File: config.mk
export PLATFORM = sky130hd
export DESIGN_NAME = bram_dp_arbiter
export DESIGN_NICKNAME = d
export VERILOG_FILES = /design/src/rtl/bram_dp_arbiter.sv
export SDC_FILE = /design/constraint.sdc
export NUM_CORES = 1
export LEC_CHECK = 0
export BUFFER_PORTS_ARGS = -buffer_cell sky130_fd_sc_hd__buf_2
export CORE_AREA = 5 5 173 175
export DETAILED_ROUTE_END_ITERATION = 7
export DIE_AREA = 0 0 178 180
export PLACE_DENSITY = 0.7
export SKIP_LAST_GASP = 1
export SLEW_MARGIN = 15
export SYNTH_ARGS = -nofsm -noshare
export SYNTH_HDL_FRONTEND = slang
export SYNTH_SLANG_ARGS = --single-unit
File: constraint.sdc
create_clock -name clk_i -period 4.26 [get_ports clk_i]
set_clock_uncertainty 0.1 [all_clocks]
set_input_delay 0.639 -clock clk_i [delete_from_list [all_inputs] [get_ports clk_i]]
set_output_delay 0.639 -clock clk_i [all_outputs]
set_load 0.02 [all_outputs]
File: src/rtl/bram_dp_arbiter.sv
// bram_dp_arbiter
//
// Shares one dual-port block RAM among N_REQ requesters. Each cycle up to two
// requests are granted in round-robin order, one on RAM port A and one on
// RAM port B. Registered read data is steered back to the requester that
// issued each read, one cycle after its grant.
//
// Build option BRAM_ARB_INIT_CLEAR_EN: when defined, the RAM is zeroed two
// words per cycle after every reset before any request is accepted. When it
// is undefined, no clear logic exists and the arbiter runs straight out of
// reset with ready_o tied high.
//
// state   | meaning
// --------+-----------------------------------------------------------------
// S_CLEAR | writing zero to addresses 2k (port A) and 2k+1 (port B); no grants
// S_RUN   | round-robin arbitration of req_i onto the two RAM ports

module bram_dp_arbiter #(
    parameter int N_REQ      = 4,
    parameter int DATA_WIDTH = 32,
    parameter int N_ENTRIES  = 128,
    localparam int AW        = $clog2(N_ENTRIES)
) (
    input  logic                          clk_i,
    input  logic                          rst_i,

    input  logic [N_REQ-1:0]              req_i,
    input  logic [N_REQ-1:0]              we_i,
    input  logic [N_REQ*AW-1:0]           addr_i,
    input  logic [N_REQ*DATA_WIDTH-1:0]   wdata_i,
    output logic [N_REQ-1:0]              gnt_o,
    output logic [N_REQ-1:0]              rvalid_o,
    output logic [N_REQ*DATA_WIDTH-1:0]   rdata_o,
    output logic                          ready_o,

    output logic                          mem_en_o,
    output logic                          mem_a_we_o,
    output logic                          mem_b_we_o,
    output logic [AW-1:0]                 mem_a_addr_o,
    output logic [AW-1:0]                 mem_b_addr_o,
    output logic [DATA_WIDTH-1:0]         mem_a_data_o,
    output logic [DATA_WIDTH-1:0]         mem_b_data_o,
    input  logic [DATA_WIDTH-1:0]         mem_a_data_i,
    input  logic [DATA_WIDTH-1:0]         mem_b_data_i
);

    localparam int PW = (N_REQ > 1) ? $clog2(N_REQ) : 1;
    localparam int KW = (AW > 1) ? AW - 1 : 1;

    typedef enum logic {
        S_CLEAR = 1'b0,
        S_RUN   = 1'b1
    } state_t;

    state_t          state_q;
    logic            clear_active;
    logic [AW-1:0]   clr_addr_a;
    logic [AW-1:0]   clr_addr_b;
    logic            ready_q;

    // Per-requester views of the packed request buses.
    logic [AW-1:0]         addr_arr  [N_REQ];
    logic [DATA_WIDTH-1:0] wdata_arr [N_REQ];

    // Arbitration results.
    logic [PW-1:0]   rr_ptr_q;
    logic [PW-1:0]   cand;
    logic [PW-1:0]   w0;
    logic [PW-1:0]   w1;
    logic            found0;
    logic            found1;
    logic            conflict;
    logic            gnt0;
    logic            gnt1;

    // Outstanding read record per RAM port.
    logic            rd_a_vld_q;
    logic [PW-1:0]   rd_a_id_q;
    logic            rd_b_vld_q;
    logic [PW-1:0]   rd_b_id_q;

    // Circular successor of base by off positions, modulo N_REQ.
    function automatic logic [PW-1:0] wrap_idx(input logic [PW-1:0] base,
                                               input int unsigned   off);
        int unsigned sum;
        sum = 32'(base) + off;
        return PW'(sum % N_REQ);
    endfunction

    for (genvar g = 0; g < N_REQ; g++) begin : g_unpack
        assign addr_arr[g]  = addr_i[g*AW +: AW];
        assign wdata_arr[g] = wdata_i[g*DATA_WIDTH +: DATA_WIDTH];
    end

`ifdef BRAM_ARB_INIT_CLEAR_EN
    localparam logic [KW-1:0] CLR_LAST = KW'(N_ENTRIES/2 - 1);

    state_t          state_d;
    logic [KW-1:0]   clr_k_q;
    logic [KW-1:0]   clr_k_d;

    // State, clear counter and ready flag; ready tracks entry into S_RUN.
    always_ff @(posedge clk_i or posedge rst_i) begin
        if (rst_i) begin
            state_q <= S_CLEAR;
            clr_k_q <= '0;
            ready_q <= 1'b0;
        end else begin
            state_q <= state_d;
            clr_k_q <= clr_k_d;
            ready_q <= (state_d == S_RUN);
        end
    end

    // Next state: step the clear counter and leave S_CLEAR after the last pair.
    always_comb begin
        state_d = state_q;
        clr_k_d = clr_k_q;
        if (state_q == S_CLEAR) begin
            if (clr_k_q == CLR_LAST) begin
                state_d = S_RUN;
                clr_k_d = '0;
            end else begin
                clr_k_d = clr_k_q + 1'b1;
            end
        end
    end

    assign clear_active = (state_q == S_CLEAR);
    assign clr_addr_a   = AW'({clr_k_q, 1'b0});
    assign clr_addr_b   = AW'({clr_k_q, 1'b1});
`else
    assign state_q      = S_RUN;
    assign clear_active = 1'b0;
    assign clr_addr_a   = '0;
    assign clr_addr_b   = '0;
    assign ready_q      = 1'b1;
`endif

    assign ready_o = ready_q;

    // Circular scan from rr_ptr: first request wins port A, next wins port B.
    always_comb begin
        found0 = 1'b0;
        found1 = 1'b0;
        w0     = '0;
        w1     = '0;
        cand   = '0;
        for (int o = 0; o < N_REQ; o++) begin
            cand = wrap_idx(rr_ptr_q, o);
            if (req_i[cand]) begin
                if (!found0) begin
                    found0 = 1'b1;
                    w0     = cand;
                end else if (!found1) begin
                    found1 = 1'b1;
                    w1     = cand;
                end
            end
        end
        // A write racing another access to the same word is serialised;
        // two reads of one word are harmless and both proceed.
        conflict = found1 && (addr_arr[w0] == addr_arr[w1]) &&
                   (we_i[w0] || we_i[w1]);
    end

    // Grants and RAM port drive; reset forces everything quiet at once.
    always_comb begin
        gnt0         = 1'b0;
        gnt1         = 1'b0;
        gnt_o        = '0;
        mem_en_o     = 1'b0;
        mem_a_we_o   = 1'b0;
        mem_b_we_o   = 1'b0;
        mem_a_addr_o = '0;
        mem_b_addr_o = '0;
        mem_a_data_o = '0;
        mem_b_data_o = '0;
        if (!rst_i) begin
            if (clear_active) begin
                mem_en_o     = 1'b1;
                mem_a_we_o   = 1'b1;
                mem_b_we_o   = 1'b1;
                mem_a_addr_o = clr_addr_a;
                mem_b_addr_o = clr_addr_b;
            end else begin
                gnt0 = found0;
                gnt1 = found1 && !conflict;
                if (gnt0) begin
                    gnt_o[w0]    = 1'b1;
                    mem_a_we_o   = we_i[w0];
                    mem_a_addr_o = addr_arr[w0];
                    mem_a_data_o = wdata_arr[w0];
                end
                if (gnt1) begin
                    gnt_o[w1]    = 1'b1;
                    mem_b_we_o   = we_i[w1];
                    mem_b_addr_o = addr_arr[w1];
                    mem_b_data_o = wdata_arr[w1];
                end
                mem_en_o = gnt0 || gnt1;
            end
        end
    end

    // Round-robin pointer moves just past the last requester granted.
    always_ff @(posedge clk_i or posedge rst_i) begin
        if (rst_i) begin
            rr_ptr_q <= '0;
        end else if (gnt0 || gnt1) begin
            rr_ptr_q <= wrap_idx(gnt1 ? w1 : w0, 1);
        end
    end

    // Remember which requester each port is reading for, one cycle deep.
    always_ff @(posedge clk_i or posedge rst_i) begin
        if (rst_i) begin
            rd_a_vld_q <= 1'b0;
            rd_a_id_q  <= '0;
            rd_b_vld_q <= 1'b0;
            rd_b_id_q  <= '0;
        end else begin
            rd_a_vld_q <= gnt0 && !we_i[w0];
            rd_a_id_q  <= w0;
            rd_b_vld_q <= gnt1 && !we_i[w1];
            rd_b_id_q  <= w1;
        end
    end

    for (genvar g = 0; g < N_REQ; g++) begin : g_ret
        localparam logic [PW-1:0] ID = PW'(g);

        logic                  hit_a;
        logic                  hit_b;
        logic [DATA_WIDTH-1:0] ret_data;
        logic [DATA_WIDTH-1:0] hold_q;

        // The two ports never return to the same requester in one cycle.
        assign hit_a    = rd_a_vld_q && (rd_a_id_q == ID);
        assign hit_b    = rd_b_vld_q && (rd_b_id_q == ID);
        assign ret_data = hit_a ? mem_a_data_i :
                          hit_b ? mem_b_data_i : hold_q;

        assign rvalid_o[g]                          = hit_a || hit_b;
        assign rdata_o[g*DATA_WIDTH +: DATA_WIDTH]  = ret_data;

        // Keep the last returned word visible between valid cycles.
        always_ff @(posedge clk_i or posedge rst_i) begin
            if (rst_i) begin
                hold_q <= '0;
            end else if (hit_a || hit_b) begin
                hold_q <= ret_data;
            end
        end
    end

endmodule

==> results of run 1 <==
cells in the final DEF (no fill, tap or decap), types with 9 or more instances in the layout:
master,count
and2_1,44
nor2_4,9
and2_4,29
dfrtp_1,134
buf_12,11
mux2i_1,147
nor3_1,14
and3_1,9
mux4_2,72
buf_2,417
o21ai_0,265
buf_6,31
nor2_1,10
nand2_1,133
clkbuf_16,17
buf_4,81
sequential cells by signal (all words and copies together) (netlist names):
| signal | flops |
|---|---|
| rd_a_id_q | 2 |
| rr_ptr_q | 2 |
| g_ret.hold_q | 128 |
| rd_a_vld_q | 1 |
| rd_b_vld_q | 1 |
| rd_b_id_q | 2 |
cell type report:
type                            count  area share
Sequential cell                   136       0.236
Antenna cell                        7     0.00121
Clock inverter                     14      0.0103
Inverter                            9     0.00260
Multi-Input combinational cell    822       0.459
Clock buffer                       18      0.0297
Tap cell                          384      0.0332
Timing Repair Buffer              541       0.228
what timing repair did:
item,CTS,global route
endpoints found under the setup margin,76,75
pin swaps,21,27
cloned,8,1
hold buffers,0,0
buffers inserted,7,3
gates resized for setup,68,63
per-stage QoR:
stage / power (mW) / area (um2) / hold WS [ns] / instances
finish: 11.9 / 14500 / 0.340 / 1931
global route: 12.7 / 14400 / 0.394 / 1929
CTS: 11.8 / 14200 / 0.361 / 1920
detailed placement: 9.82 / 13200 / 0.449 / 1873
global placement: 9.72 / 13200 / 0.438 / 1873
floorplan: 7.05 / 10200 / 0.418 / 1056
cells by family after synthesis:
group | synth area share
muxes | 0.307
xor gates and xnor gates | 0.00258
adders and majority gates | 0.00357
buffers and inverters | 0.0492
and+or+nand+nor | 0.135
DFF | 0.335
AOI/OAI and AO/OA | 0.167
other | 0.000369
worst register-to-register path, cell delays in order, from the launching register on:
cell and delay (ns):
dfrtp_2 0.45, or2b_1 0.26, nand3b_1 0.10, o21ai_2 0.08, ha_2 0.22, a32oi_2 0.22, o221ai_4 0.18, buf_12 0.17
mux4_2 0.45, buf_4 0.17, o21a_1 0.10, nor3_2 0.14, and4_4 0.27, buf_6 0.12, buf_4 0.13, mux2i_1 0.17
o221ai_1 0.13
power by group through the flow:
stage,clock (mW),sequential (mW),combinational [mW]
after floorplan,0,2.10,4.95
after global placement,0,2.15,7.57
after detailed placement,0,2.18,7.64
after CTS,1.47,2.16,8.15
after global routing,1.52,2.22,8.95
final,1.44,2.15,8.30
final timing paths:
kind | from | end | depth (start not counted)
max | rr_ptr_q[1] | mem_b_data_o[11] | 15
min reg2reg | g_ret[2].hold_q[20] | g_ret[2].hold_q[20] | 2
min in group clk_i | mem_a_data_i[21] | g_ret[1].hold_q[21] | 3
max reg2reg | rr_ptr_q[1] | rr_ptr_q[0] | 16
min | rst_i | rr_ptr_q[0] | 2
max in group asynchronous | rst_i | g_ret[2].hold_q[19] | 3
routing by layer:
metal	up-vias	track usage	part of all wire
met4	12	0.110	0.043
met3	112	0.0796	0.094
met2	459	0.407	0.48
met5	-	0	0.0016
li1	4842	-	-
met1	5104	0.295	0.38
==> results.sh, run 1 <==
export IMPL_cts_clk_slew_worst_paths_ns=0.06
export IMPL_drv_cap=0
export IMPL_pin_count=448
export IMPL_cts_htree_levels=4
export IMPL_avgRoutedWirePerCell_um=21.2
export IMPL_path_cells="or2b_1 -> nand3b_1 -> o21ai_2 -> ha_2 -> a32oi_2 -> o221ai_4 -> buf_12 -> mux4_2 -> nor3_1 -> nor4b_2 -> and4_4 -> buf_12 -> nor2_4 -> and2_1 -> buf_2"
export IMPL_status="finished with violations"
export IMPL_final_hold_viol_count=0
export IMPL_power_frac_clock=0.121
export IMPL_cpMostUsedCell="buf_12"
export IMPL_ys_ff_latch=136
export IMPL_power_leakage_nw=7.05
export IMPL_die_x_um=178
export IMPL_first_pass_iters=5
export IMPL_cp_num_buf_inv=3
export IMPL_slew_viol_final=0
export IMPL_vias_per_cell=5.45
export IMPL_synthCells=1056
export IMPL_syn_area_mm2=0.0102
export IMPL_yosysTopAreaCell="dfrtp_1"
export IMPL_hp_class="primary input to asynchronous set/reset pin"
export IMPL_fin_crit_sh=1.08
export IMPL_grt_start_max_net_pins=98
export IMPL_switching_share=0.459
export IMPL_area_delta_synth_final_pct=42.1
export IMPL_synth_top_cell_area_share=0.335
export IMPL_routed_wl_mm=40.9
export IMPL_worst_setup_path_type="flop to output pin"
export IMPL_yosysSeqAreaShare=0.335
export IMPL_worst_slew_pin_slew_ns=1.01
export IMPL_slew_headroom=0.324
export IMPL_p_int_mw=6.43
export IMPL_synth_edf_count=0
export IMPL_rows=62
export IMPL_endpoint_kind="output pin"
export IMPL_p_sw_mw=5.46
export IMPL_reg2reg_slack_ns=0.66
export IMPL_violations="negative setup slack"
export IMPL_rsz0062_at_grt="yes"
export IMPL_grt_util_all_layers=0.247
export IMPL_start_util=0.359
export IMPL_ys_warnings_count=0
export IMPL_crit_slowest_cell="mux4_2"
export IMPL_multi_input_area_mm2=0.00663
export IMPL_final_seq_area_mm2=0.00341
export IMPL_hpwl_mm=30.8
export IMPL_clock_sinks=136
export IMPL_pre_cts_ws_ns=-0.415
export IMPL_final_antenna_net_count=0
export IMPL_crit_arrival_ns=3.88
export IMPL_synth_ff_type="dfrtp_1"
export IMPL_grt_first_pass_wirelength_mm=61.8
export IMPL_crit_required_ns=3.52
export IMPL_combPwrFrac=0.698
export IMPL_ir_drop_uv=577
export IMPL_ys_types=59
export IMPL_seq_power_share=0.181
export IMPL_worstSetupStartpointType="flop"
export IMPL_utilization=0.510
export IMPL_antenna_found_initial=15
export IMPL_yosys_top_cells_count="267 x o21ai_0, 148 x mux2i_1, 136 x dfrtp_1"
export IMPL_final_nets=1759
export IMPL_gp_congestion=0.921
export IMPL_grt_pass1_vias=10700
export IMPL_tns_ns=-13.62
export IMPL_ys_async_sr_fraction=1.00
export IMPL_setup_violations=56
export IMPL_drive_gt1_frac=0.469
export IMPL_syn_area_per_cell_um2=9.63
export IMPL_syn_num_nets=1288
export IMPL_cts_tree="done"
export IMPL_clk_latency_ns=0.41
export IMPL_vias=10500
export IMPL_nFillCells=2660
export IMPL_portBuffers=446
export IMPL_cp_top_family="simple AND/OR/NAND/NOR gates"
export IMPL_crit_fanout=7
export IMPL_fmaxAchievable_mhz=217
export IMPL_yosysMostFrequentCell="o21ai_0"
export IMPL_cts_buffers=17
export IMPL_core_mm2=0.0283
export IMPL_clk_path_buf_depth=2
export IMPL_synthTopCellsByArea="dfrtp_1 33%, mux4_2 16%, mux2i_1 15%"
export IMPL_grt_ovfl_total=0
export IMPL_drc=0
export IMPL_fin_ws_ns=-0.357
export IMPL_drtIter0Drc=610
export IMPL_p_per_area_mw_per_mm2=823
export IMPL_clockRootBuffer="clkbuf_16"
export IMPL_die_h_um=180
export IMPL_slowest_delay_ns=0.46
export IMPL_period_needed_ns=4.62
export IMPL_dieArea_mm2=0.0320
Note: power is estimated with default switching activity, not from simulation.
==> run 2, diff against run 1 <==
SKIP_LAST_GASP = default   (was 1)
==> run 2 against run 1 <==
Worst setup slack improved by 0.012 ns. Clock-buffer cell count did not move. Combinational power rose by 1%. Final area rose by 0.74%. Critical path type unchanged. Critical path depth did not move. The flow still finishes with violations (negative setup slack).
==> results.sh, run 2 (synthesis results as in run 1) <==
export IMPL_status="finished with violations"
export IMPL_violations="negative setup slack"
export IMPL_top_register="g_ret.hold_q"
export IMPL_clk_latency_ns=0.41
export IMPL_gp_congestion=0.921
export IMPL_reg2reg_slack_ns=0.65
export IMPL_crit_slowest_cell="mux4_2"
export IMPL_clockRootBuffer="clkbuf_16"
export IMPL_p_per_area_mw_per_mm2=822
export IMPL_die_x_um=178
export IMPL_final_antenna_net_count=0
export IMPL_area_delta_synth_final_pct=43.1
export IMPL_cts_clk_slew_worst_paths_ns=0.06
export IMPL_drive_gt1_frac=0.476
export IMPL_fin_ws_ns=-0.345
export IMPL_routed_wl_mm=41.0
export IMPL_mostFrequentLayoutCell="buf_2"
export IMPL_slowest_delay_ns=0.45
export IMPL_start_util=0.359
export IMPL_slew_headroom=0.327
export IMPL_crit_fanout=7
export IMPL_grt_start_max_net_pins=98
export IMPL_hp_class="primary input to asynchronous set/reset pin"
export IMPL_grt_pass1_vias=10700
export IMPL_r2r_start="rr_ptr_q[1]"
export IMPL_grt_first_pass_wirelength_mm=61.8
export IMPL_power_leakage_nw=7.08
export IMPL_drc=0
export IMPL_core_mm2=0.0283
export IMPL_ir_drop_uv=603
export IMPL_hpwl_mm=30.8
export IMPL_grt_ovfl_total=0
export IMPL_worstSetupStartpointType="flop"
export IMPL_clk_path_buf_depth=2
export IMPL_r2r_cells=15
export IMPL_tns_ns=-13.56
export IMPL_worst_slew_pin_slew_ns=1.01
export IMPL_worst_setup_path_type="flop to output pin"
export IMPL_holdWs_ns=0.339
export IMPL_cts_htree_levels=4
export IMPL_fin_crit_sh=1.08
export IMPL_final_hold_viol_count=0
export IMPL_slew_viol_final=0
export IMPL_portBuffers=446
export IMPL_drv_cap=0
export IMPL_cts_tree="done"
export IMPL_pin_count=448
export IMPL_period_needed_ns=4.60
export IMPL_drtIter0Drc=644
export IMPL_clock_sinks=136
export IMPL_endpoint_kind="output pin"
export IMPL_cts_buffers=17
export IMPL_antenna_found_initial=15
export IMPL_fmaxAchievable_mhz=217
export IMPL_grt_util_all_layers=0.248
export IMPL_rsz0062_at_grt="yes"
export IMPL_vias=10600
export IMPL_cp_top_family="simple AND/OR/NAND/NOR gates"
export IMPL_first_pass_iters=5
export IMPL_cp_num_buf_inv=3
export IMPL_crit_arrival_ns=3.87
export IMPL_r2r_end="rr_ptr_q[0]"
export IMPL_avgRoutedWirePerCell_um=21.2
export IMPL_vias_per_cell=5.47
export IMPL_path_cells="or2b_1 -> nand3b_1 -> o21ai_2 -> ha_2 -> a32oi_2 -> o221ai_4 -> buf_12 -> mux4_2 -> nor3_2 -> nor4b_2 -> and4_4 -> buf_12 -> nor2_4 -> and2_4 -> buf_6"
export IMPL_largest_reg_flops=128
export IMPL_crit_required_ns=3.52
export IMPL_cpMostUsedCell="buf_12"
export IMPL_rows=62
export IMPL_layout_common_cells="407 x buf_2, 264 x o21ai_0, 147 x mux2i_1"
export IMPL_final_nets=1760
export IMPL_setup_violations=54
export IMPL_dieArea_mm2=0.0320
export IMPL_die_h_um=180
run 2: cell count changes in the layout (fill, tap and decap cells not counted), moves of 2 or more:
cell,change
and2_1,-6
and2_4,+6
buf_2,-10
buf_4,+2
buf_6,+9
diode_2,+3
nor3_1,-2
nor3_2,+2
run 2: power breakdown:
part / internal (mW) / switching, mW
Combinational: 3.68 / 4.70
Clock: 0.863 / 0.575
Sequential: 1.94 / 0.209
run 2: metal layers:
metal	GRT usage	up-vias	routed length [um]
li1	-	4849	-
met1	0.296	5099	15400
met2	0.408	513	19600
met3	0.0790	115	4080
met4	0.108	10	1860
met5	0	-	60
run 2: how the worst max path moves through the flow:
stage | slack, ns | end | start | cells after the start
after CTS | -0.33 | mem_b_addr_o[5] | rr_ptr_q[1] | 15
final | -0.34 | mem_b_addr_o[2] | rr_ptr_q[1] | 15
after detailed placement | -0.42 | gnt_o[1] | req_i[3] | 15
after global routing | -0.48 | gnt_o[1] | rr_ptr_q[1] | 15
after floorplan | 0.01 | mem_b_addr_o[0] | req_i[0] | 16
after global placement | -0.40 | gnt_o[1] | req_i[3] | 15
run 2: stage by stage:
| step | setup slack (ns) | area, um2 | power (mW) | utilization | instances |
|---|---|---|---|---|---|
| after floorplan | 0.0135 | 10200 | 7.05 | - | 1056 |
| after CTS | -0.334 | 14300 | 11.8 | 0.504 | 1920 |
| after global placement | -0.395 | 13200 | 9.72 | 0.467 | 1873 |
| after global routing | -0.483 | 14500 | 12.8 | 0.514 | 1930 |
| final | -0.345 | 14600 | 12.0 | 0.514 | 1935 |
| after detailed placement | -0.415 | 13200 | 9.82 | 0.467 | 1873 |
run 2: cell type report:
| class | instances | area (um2) |
|---|---|---|
| fill | 2644 | 13800 |
| multi-input combinational | 822 | 6670 |
| sequential | 136 | 3410 |
| timing repair buffer | 542 | 3360 |
| tap | 384 | 480 |
| clock buffer | 18 | 429 |
| clock inverter | 14 | 149 |
| inverter | 9 | 37.5 |
| antenna | 10 | 25.0 |
run 2: worst register-to-register path, cell delays in order (launching register included):
cell	delay [ns]
dfrtp_2	0.44
or2b_1	0.26
nand3b_1	0.10
o21ai_2	0.08
ha_2	0.22
a32oi_2	0.22
o221ai_4	0.18
buf_12	0.17
mux4_2	0.46
o21a_1	0.15
nor4b_2	0.24
and4_4	0.29
buf_6	0.12
buf_4	0.13
mux2i_1	0.17
o221ai_1	0.13
run 2: timing repair:
action / CTS / global route
pin swaps: 21 / 33
hold buffers: 0 / 0
buffers inserted: 7 / 4
gates resized for setup: 87 / 73
endpoints found under the hold margin: 0 / 0
setup endpoints to repair: 76 / 75
gates cloned: 8 / 1
==> run 3, diff against run 2 <==
CORE_AREA = 2 2 175 177   (was 5 5 173 175)
DIE_AREA = 0 0 177 179   (was 0 0 178 180)
PLACE_DENSITY = 0.67   (was 0.7)
==> run 3 against run 2 <==
The run still ends with negative setup slack left. Worst setup slack got worse by 0.052 ns. Via count increased by 0.83%. Final cell count is 0.78% higher. Critical path depth grew 2. Total power increased by 2.2%. First-iteration DRC count increased by 9.5%. Die area down 1.1%. Combinational power up 1%. Flip-flop and latch count unchanged. Critical path type unchanged. Largest cell class unchanged. Largest power group unchanged.
==> results.sh, run 3 (synthesis results as in run 1) <==
export IMPL_status="finished with violations"
export IMPL_violations="negative setup slack"
export IMPL_ir_drop_uv=554
export IMPL_rsz0062_at_grt="yes"
export IMPL_cts_tree="done"
export IMPL_grt_first_pass_wirelength_mm=59.7
export IMPL_vias_per_cell=5.47
export IMPL_stdcell_area_mm2=0.0148
export IMPL_final_nets=1761
export IMPL_pre_cts_ws_ns=-0.424
export IMPL_largest_reg_flops=128
export IMPL_ctsHoldBuffers=0
export IMPL_crit_arrival_ns=3.92
export IMPL_clock_sinks=136
export IMPL_final_cells=1950
export IMPL_gp_congestion=0.883
export IMPL_dieArea_mm2=0.0317
export IMPL_clk_latency_ns=0.42
export IMPL_place_area_mm2=0.0132
export IMPL_highest_signal_layer="met5"
export IMPL_drv_cap=0
export IMPL_start_util=0.339
export IMPL_wl_met3_mm=3.78
export IMPL_combPwrFrac=0.693
export IMPL_routed_wl_mm=41.1
export IMPL_avgRoutedWirePerCell_um=21.1
export IMPL_crit_required_ns=3.52
export IMPL_final_antenna_net_count=0
export IMPL_die_h_um=179
export IMPL_crit_end="mem_b_data_o[28]"
export IMPL_seq_power_share=0.176
export IMPL_setup_violations=70
export IMPL_rows=64
export IMPL_slew_viol_final=0
export IMPL_switching_share=0.449
export IMPL_crit_fanout=7
export IMPL_grt_pass1_vias=10400
export IMPL_hp_class="primary input to asynchronous set/reset pin"
export IMPL_r2r_cells=18
export IMPL_crit_path_start="rr_ptr_q[1]"
export IMPL_vias=10700
export IMPL_die_x_um=177
export IMPL_slew_headroom=0.491
export IMPL_portBuffers=446
export IMPL_wl_met2_mm=20.0
export IMPL_pin_count=448
export IMPL_power_frac_clock=0.131
export IMPL_drtIter0Drc=705
export IMPL_cts_clk_slew_worst_paths_ns=0.06
export IMPL_grt_start_max_net_pins=70
export IMPL_hpwl_mm=30.7
export IMPL_holdWs_ns=0.236
export IMPL_worst_slew_pin_slew_ns=0.761
export IMPL_clockRootBuffer="clkbuf_16"
export IMPL_dp_cells=1886
export IMPL_period_needed_ns=4.66
export IMPL_p_sw_mw=5.49
export IMPL_final_hold_viol_count=0
export IMPL_power_leakage_nw=7.17
export IMPL_p_per_area_mw_per_mm2=828
export IMPL_drc=0
export IMPL_p_int_mw=6.73
export IMPL_mostFrequentLayoutCell="buf_2"
export IMPL_cts_buffers=17
export IMPL_worst_setup_path_type="flop to output pin"
export IMPL_drt_met1_wl_mm=15.8
export IMPL_first_pass_iters=6
export IMPL_grt_ovfl_total=0
export IMPL_cts_htree_levels=4
export IMPL_top_register="g_ret.hold_q"
export IMPL_reg2reg_slack_ns=0.45
export IMPL_r2r_end="rr_ptr_q[1]"
export IMPL_core_mm2=0.0300
export IMPL_grt_util_all_layers=0.249
export IMPL_fin_ws_ns=-0.397
export IMPL_drive_gt1_frac=0.480
export IMPL_clk_path_buf_depth=2
export IMPL_utilization=0.492
export IMPL_endpoint_kind="output pin"
export IMPL_antenna_found_initial=22
export IMPL_worstSetupStartpointType="flop"
export IMPL_fin_crit_sh=1.09
export IMPL_r2r_start="rr_ptr_q[1]"
export IMPL_area_delta_synth_final_pct=45.3
export IMPL_nFillCells=2848
export IMPL_fmaxAchievable_mhz=215
export IMPL_layout_common_cells="401 x buf_2, 263 x o21ai_0, 147 x mux2i_1"
==> run 3: cell types whose count changed in the layout (fill, tap and decap cells not counted), moves of 3 or more <==
cell    change
buf_6      +13
and2_4      +6
and2_1      -6
nor2_4      -6
buf_2       -6
buf_4       -4
buf_16      +3
==> run 3: layout make-up <==
type                    instances  area, um2  area share
repair buffers                549       3550       0.241
diodes                         12       30.0     0.00203
multi-input cells             816       6600       0.447
clock inverters                13        191      0.0130
well taps                     396        495      0.0335
clock buffers                  19        453      0.0307
flip-flops and latches        136       3410       0.231
inverters                       9       37.5     0.00254
==> run 3: stage by stage <==
stage | TNS [ns] | power, mW
final | -18.35 | 12.2
after global routing | -28.38 | 13.0
after CTS | -18.66 | 12.2
after detailed placement | -16.69 | 9.70
after global placement | -12.09 | 9.61
after floorplan | 0 | 7.05
==> run 3: how the worst min path moves through the flow <==
stage                     cells past startpoint                 from             endpoint  slack (ns)
after global routing                          2                rst_i   g_ret[2].hold_q[0]        0.27
final                                         2                rst_i   g_ret[3].hold_q[0]        0.24
after floorplan                               2   g_ret[0].hold_q[0]   g_ret[0].hold_q[0]        0.42
after CTS                                     2                rst_i   g_ret[2].hold_q[0]        0.23
after global placement                        2  g_ret[0].hold_q[20]  g_ret[0].hold_q[20]        0.44
after detailed placement                      2   g_ret[0].hold_q[9]   g_ret[0].hold_q[9]        0.45
==> run 3: critical path: stages (launching register included) <==
cell,delay [ns]
dfrtp_2,0.44
or2b_1,0.27
nand3b_1,0.11
o21ai_2,0.08
ha_4,0.19
a32oi_4,0.24
o221ai_4,0.14
buf_12,0.16
buf_6,0.11
mux4_2,0.46
o21ai_1,0.11
nor4b_2,0.24
and4_4,0.31
nor2_8,0.05
buf_12,0.16
buf_16,0.14
and2_4,0.14
buf_6,0.12
==> run 3: timing repair <==
| item | in CTS | in global routing |
|---|---|---|
| endpoints found under the setup margin | 75 | 75 |
| setup buffers | 14 | 2 |
| gates resized for setup | 175 | 8 |
| pin swaps | 25 | 4 |
| gates cloned | 7 | 0 |
==> run 3: power groups by stage <==
stage	clock, mW	combinational, mW	sequential (mW)
after CTS	1.64	8.42	2.15
after global placement	0	7.47	2.14
after global routing	1.69	9.13	2.22
after detailed placement	0	7.53	2.17
final	1.60	8.47	2.15
after floorplan	0	4.95	2.10
==> run 3: per-layer routing <==
layer,up-vias,track usage
li1,4863,-
met1,5206,0.292
met2,507,0.419
met3,88,0.0757
met4,10,0.112
met5,-,0
